### src/rtl/strobe_gen_pkg.sv
// Shared definitions for the strobe generator: FSM state encoding and timer width.
package strobe_gen_pkg;

  typedef enum logic [1:0] {
    ST_IDLE = 2'd0,
    ST_HIGH = 2'd1,
    ST_LOW  = 2'd2
  } state_e;

  localparam int TIMER_W = 8;

endpackage

### src/rtl/sat_updown_cnt.sv
// Saturating up/down counter holding the number of pending strobe requests.
// An increment that arrives while full without a same-cycle decrement is
// refused and reported on drop_o.
module sat_updown_cnt #(
  parameter int W = 3
) (
  input  logic         clk,
  input  logic         rst,
  input  logic         inc_i,
  input  logic         dec_i,
  output logic [W-1:0] cnt_o,
  output logic         drop_o
);

  logic [W-1:0] cnt_q, cnt_d;
  logic         full;

  // Full detection and drop reporting.
  always_comb begin
    full   = (cnt_q == {W{1'b1}});
    drop_o = inc_i && !dec_i && full;
  end

  // Next count: inc and dec together cancel; otherwise saturate at both ends.
  always_comb begin
    cnt_d = cnt_q;
    if (inc_i && !dec_i && !full)
      cnt_d = cnt_q + 1'b1;
    else if (dec_i && !inc_i && (cnt_q != '0))
      cnt_d = cnt_q - 1'b1;
  end

  // Count register with synchronous reset.
  always_ff @(posedge clk) begin
    if (rst) cnt_q <= '0;
    else     cnt_q <= cnt_d;
  end

  assign cnt_o = cnt_q;

endmodule

### src/rtl/strobe_gen.sv
// Strobe generator: turns single-cycle trigger requests into fixed-width
// pulses with a guaranteed low gap, queueing requests that arrive while busy.
//
// state   | meaning
// --------+---------------------------------------------------------------
// IDLE    | no pulse in progress, waiting for a request
// HIGH    | strobe_out high, timer counts down the high time
// LOW     | strobe_out low, timer counts down the minimum gap
module strobe_gen
  import strobe_gen_pkg::*;
#(
  parameter int HIGH_CYCLES = 2,
  parameter int LOW_CYCLES  = 2,
  parameter int PEND_W      = 3
) (
  input  logic              clk,
  input  logic              rst,
  input  logic              trig,
  input  logic              clr_ovf,
  output logic              strobe_out,
  output logic              busy,
  output logic [PEND_W-1:0] pend_cnt,
  output logic              overflow
);

  localparam logic [TIMER_W-1:0] HIGH_LOAD = TIMER_W'(HIGH_CYCLES - 1);
  localparam logic [TIMER_W-1:0] LOW_LOAD  = TIMER_W'(LOW_CYCLES - 1);

  state_e             state_q, state_d;
  logic [TIMER_W-1:0] timer_q, timer_d;
  logic               strobe_q, strobe_d;
  logic               ovf_q, ovf_d;
  logic               pend_nz, req_avail, start;
  logic               use_pend, use_trig, cnt_inc, cnt_drop;

  // State, timer and registered outputs.
  always_ff @(posedge clk) begin
    if (rst) begin
      state_q  <= ST_IDLE;
      timer_q  <= '0;
      strobe_q <= 1'b0;
      ovf_q    <= 1'b0;
    end else begin
      state_q  <= state_d;
      timer_q  <= timer_d;
      strobe_q <= strobe_d;
      ovf_q    <= ovf_d;
    end
  end

  // Next state and timer; start marks every entry into HIGH.
  always_comb begin
    pend_nz   = (pend_cnt != '0);
    req_avail = pend_nz || trig;
    state_d   = state_q;
    timer_d   = timer_q;
    start     = 1'b0;
    case (state_q)
      ST_IDLE: begin
        if (req_avail) begin
          state_d = ST_HIGH;
          timer_d = HIGH_LOAD;
          start   = 1'b1;
        end
      end
      ST_HIGH: begin
        if (timer_q == '0) begin
          state_d = ST_LOW;
          timer_d = LOW_LOAD;
        end else begin
          timer_d = timer_q - 1'b1;
        end
      end
      ST_LOW: begin
        if (timer_q == '0) begin
          if (req_avail) begin
            state_d = ST_HIGH;
            timer_d = HIGH_LOAD;
            start   = 1'b1;
          end else begin
            state_d = ST_IDLE;
            timer_d = '0;
          end
        end else begin
          timer_d = timer_q - 1'b1;
        end
      end
      default: begin
        state_d = ST_IDLE;
        timer_d = '0;
      end
    endcase
  end

  // Request bookkeeping and output decode. Pending requests are served
  // before a same-cycle trig; a trig that starts a pulse directly never
  // touches the pending counter.
  always_comb begin
    use_pend = start && pend_nz;
    use_trig = start && !pend_nz && trig;
    cnt_inc  = trig && !use_trig;
    strobe_d = (state_d == ST_HIGH);
    ovf_d    = cnt_drop ? 1'b1 : (clr_ovf ? 1'b0 : ovf_q);
    busy     = (state_q != ST_IDLE);
  end

  sat_updown_cnt #(
    .W(PEND_W)
  ) u_pend_cnt (
    .clk   (clk),
    .rst   (rst),
    .inc_i (cnt_inc),
    .dec_i (use_pend),
    .cnt_o (pend_cnt),
    .drop_o(cnt_drop)
  );

  assign strobe_out = strobe_q;
  assign overflow   = ovf_q;

endmodule
### config.mk
export PLATFORM = sky130hd
export DESIGN_NAME = strobe_gen
export DESIGN_NICKNAME = d
export VERILOG_FILES = /design/src/rtl/strobe_gen_pkg.sv /design/src/rtl/sat_updown_cnt.sv /design/src/rtl/strobe_gen.sv
export SDC_FILE = /design/constraint.sdc
export NUM_CORES = 1
export LEC_CHECK = 0
export CAP_MARGIN = 25
export CELL_PAD_IN_SITES_DETAIL_PLACEMENT = 0
export CELL_PAD_IN_SITES_GLOBAL_PLACEMENT = 1
export CORE_ASPECT_RATIO = 0.6
export CORE_MARGIN = 3
export CORE_UTILIZATION = 23
export DETAILED_ROUTE_END_ITERATION = 8
export PLACE_DENSITY_LB_ADDON = 0.1
export SLEW_MARGIN = 0
export SYNTH_ARGS = -nofsm -noshare
export SYNTH_HDL_FRONTEND = slang
export SYNTH_SLANG_ARGS = --single-unit
### constraint.sdc
create_clock -name clk -period 3 [get_ports clk]
set_input_delay 0.6 -clock clk [delete_from_list [all_inputs] [get_ports clk]]
set_output_delay 0.6 -clock clk [all_outputs]
set_load 0.1 [all_outputs]
==> metrics.txt <==
status completed; # DRC 0; I/O pin cnt 10; CTS tree built; Final HPWL DP between 1500 and 2000 um; Core Rows 16; Tmin final about 2700 ps; clk sinks 15; final-stage net count 117; CP Data Arrival Time between 2000 and 3000 ps; Cell variety after synth 43; largest net degree at the start of global routing 14; first-pass GRT wire length ~3700 um; antenna-violating nets left 0; Post-CTS Setup Repair Bufs 0; Max-slew headroom 0.7380; reg2reg path depth 9; Mapped Area about 880 sq um; synth cell count leaders dfxtp_1, nor2_1, nand2b_1; Hold WS 478.0 ps; Yosys warnings 0; CTS Hold Bufs 0; drt total wl ~2100 um; routed vias/inst 4.923; global route overflow 0; die span in x 86.01 um; Skew-Pair Late Insertion Delay 250 ps; initial antenna violation count 0; max_cap viols 0; Seq/Total Area, Yosys 0.3399; number of global-route vias before repair 700; WL/cell ~14 um; Clock Tree Root clkbuf_8; DRT Pass-1 Iters 4; number of fill cells 395; CP peak stage delay approximately 580 ps; Port Buf Inserts 9; crit share post-route 0.9084; overall routing resource usage 0.1056; n_diodes 0; crit-path cells inv_1 > ha_1 > or3b_2 > or3_4 > nand2_1 > fa_1 > and3b_2 > a32oi_1 > mux2_1; Placer Congestion about 0.7; Yosys reg bits 15; Reg-to-Reg End u_pend_cnt.cnt_o[2]$_SDFFE_PP0P_; Synth Flop Type dfxtp_1; RSZ-0062 raised after global routing no; post_cts resized 0; synth top area cells dfxtp_1, nor2_1, a311oi_1; critical path peak fanout 10; async set-or-reset flop fraction in the synthesized netlist 0; Mapped Nets 107; Clk pin slew, worst setup/hold paths 60 ps; WHS Endpoint overflow$_SDFFE_PP0P_; initial cell density of the core 0.2551; Post-synth EDFFs 0; die height 54.01 um; Die Area about 4600 sq um; Syn Inst Count 101; crit end category register; CTS Buf Count 3; via count around 760; layout cells sized above 1 0.1909; final setup fails 0; r2r setup slk about 270 ps; setup TNS 0 ps; clock skew after layout 4.029 ps; hold path depth 2; Hold Violations, Final 0; Yosys top cell by area dfxtp_1; f_max approximately 370 MHz; clk buf depth 2; CP Data Required Time 3140 ps; min-delay src overflow$_SDFFE_PP0P_; P&R area growth vs syn 16.29%; startpoint types register; core area 3463 sq um; synthesized area per cell 8.746 sq um; H-tree levels 1; WS Path Type reg -> reg; Yosys top cell area share 0.3399; Initial DRC Count ~120; Slew Limit Fails 0; slowest CP cell or3b_2; worst hold-check path type reg -> reg; Crit path max-delay family simple AND/OR/NAND/NOR gates; most common cell in the netlist dfxtp_1; WP buf/inv 1; reg2reg start timer_q[0]$_SDFFE_PP0P_; actual slew at the worst max-slew pin 389.9 ps
layer usage:
layer,global-route usage,up-vias,part of all wire
li1,-,388,-
met1,0.1495,360,0.57
met2,0.1445,13,0.37
met3,0.04128,2,0.049
met4,0.03158,0,0.0067
met5,0,-,0
kinds of logic (layout without fill, tap and decap cells):
logic type	after synthesis	after routing	share of synthesized area
muxes	4	4	0.05240
and+or+nand+nor	41	41	0.2550
adders and majority gates	2	2	0.03683
buffers and inverters	10	19	0.07081
xor gates and xnor gates	1	1	0.009917
DFF	15	15	0.3399
AOI/OAI and AO/OA	28	28	0.2351
metrics by stage:
step / area (sq um) / utilization / worst slack (ps) / cells
floorplan: 883.3 / - / 453.9 / 101
global placement: 982.2 / 0.2836 / 403.9 / 151
detailed placement: 982.2 / 0.2836 / 304.3 / 151
CTS: 1027 / 0.2966 / 285.8 / 155
global route: 1027 / 0.2966 / 96.24 / 155
finish: 1027 / 0.2966 / 274.8 / 155
state kept, by name (all words and copies together) (netlist names):
signal and cells:
timer_q 8, u_pend_cnt.cnt_o 3, state_q 2, overflow 1, strobe_out 1
final cells by class:
cell class | instances | area, sq um | share of cell area
clock buffers | 4 | 45.04 | 0.04385
multi-input cells | 76 | 520.5 | 0.5067
well taps | 45 | 56.30 | 0.05481
flip-flops and latches | 15 | 300.3 | 0.2923
inverters | 4 | 15.01 | 0.01462
repair buffers | 11 | 90.09 | 0.08770
worst register-to-register path: stages, from the launching register on:
cell     delay [ps]
dfxtp_1         350
inv_1            90
ha_1            210
or3b_2          580
or3_4           390
nand2_1         100
fa_1            190
and3b_2         210
a32oi_1         170
mux2_1          340
cell usage in the layout (no fill, tap or decap), types with 2 or more instances in the layout:
cell and n:
o21a_1 2, a31oi_1 2, a22oi_1 2, a311oi_1 5, a21oi_1 5, o21ai_0 4
a2111oi_0 2, nand2b_1 6, buf_4 8, clkbuf_8 3, nor2_1 13, nand2_1 5
inv_1 4, clkdlybuf4s50_1 3, nor3_1 3, mux2i_1 2, or4_1 2, dfxtp_1 15
how the worst max path moves through the flow:
stage | startpoint | endpoint | slack [ps] | depth (start not counted)
final | timer_q[0]$_SDFFE_PP0P_ | u_pend_cnt.cnt_o[2]$_SDFFE_PP0P_ | 270 | 9
after global routing | timer_q[0]$_SDFFE_PP0P_ | u_pend_cnt.cnt_o[2]$_SDFFE_PP0P_ | 100 | 9
after CTS | timer_q[0]$_SDFFE_PP0P_ | u_pend_cnt.cnt_o[2]$_SDFFE_PP0P_ | 290 | 9
after detailed placement | timer_q[0]$_SDFFE_PP0P_ | u_pend_cnt.cnt_o[2]$_SDFFE_PP0P_ | 300 | 9
after global placement | timer_q[0]$_SDFFE_PP0P_ | u_pend_cnt.cnt_o[2]$_SDFFE_PP0P_ | 400 | 9
after floorplan | timer_q[0]$_SDFFE_PP0P_ | u_pend_cnt.cnt_o[2]$_SDFFE_PP0P_ | 450 | 10
Power is left out: the tool's default activity adds up to more than one toggle a clock period on the data nets, which glitch-free logic cannot reach.
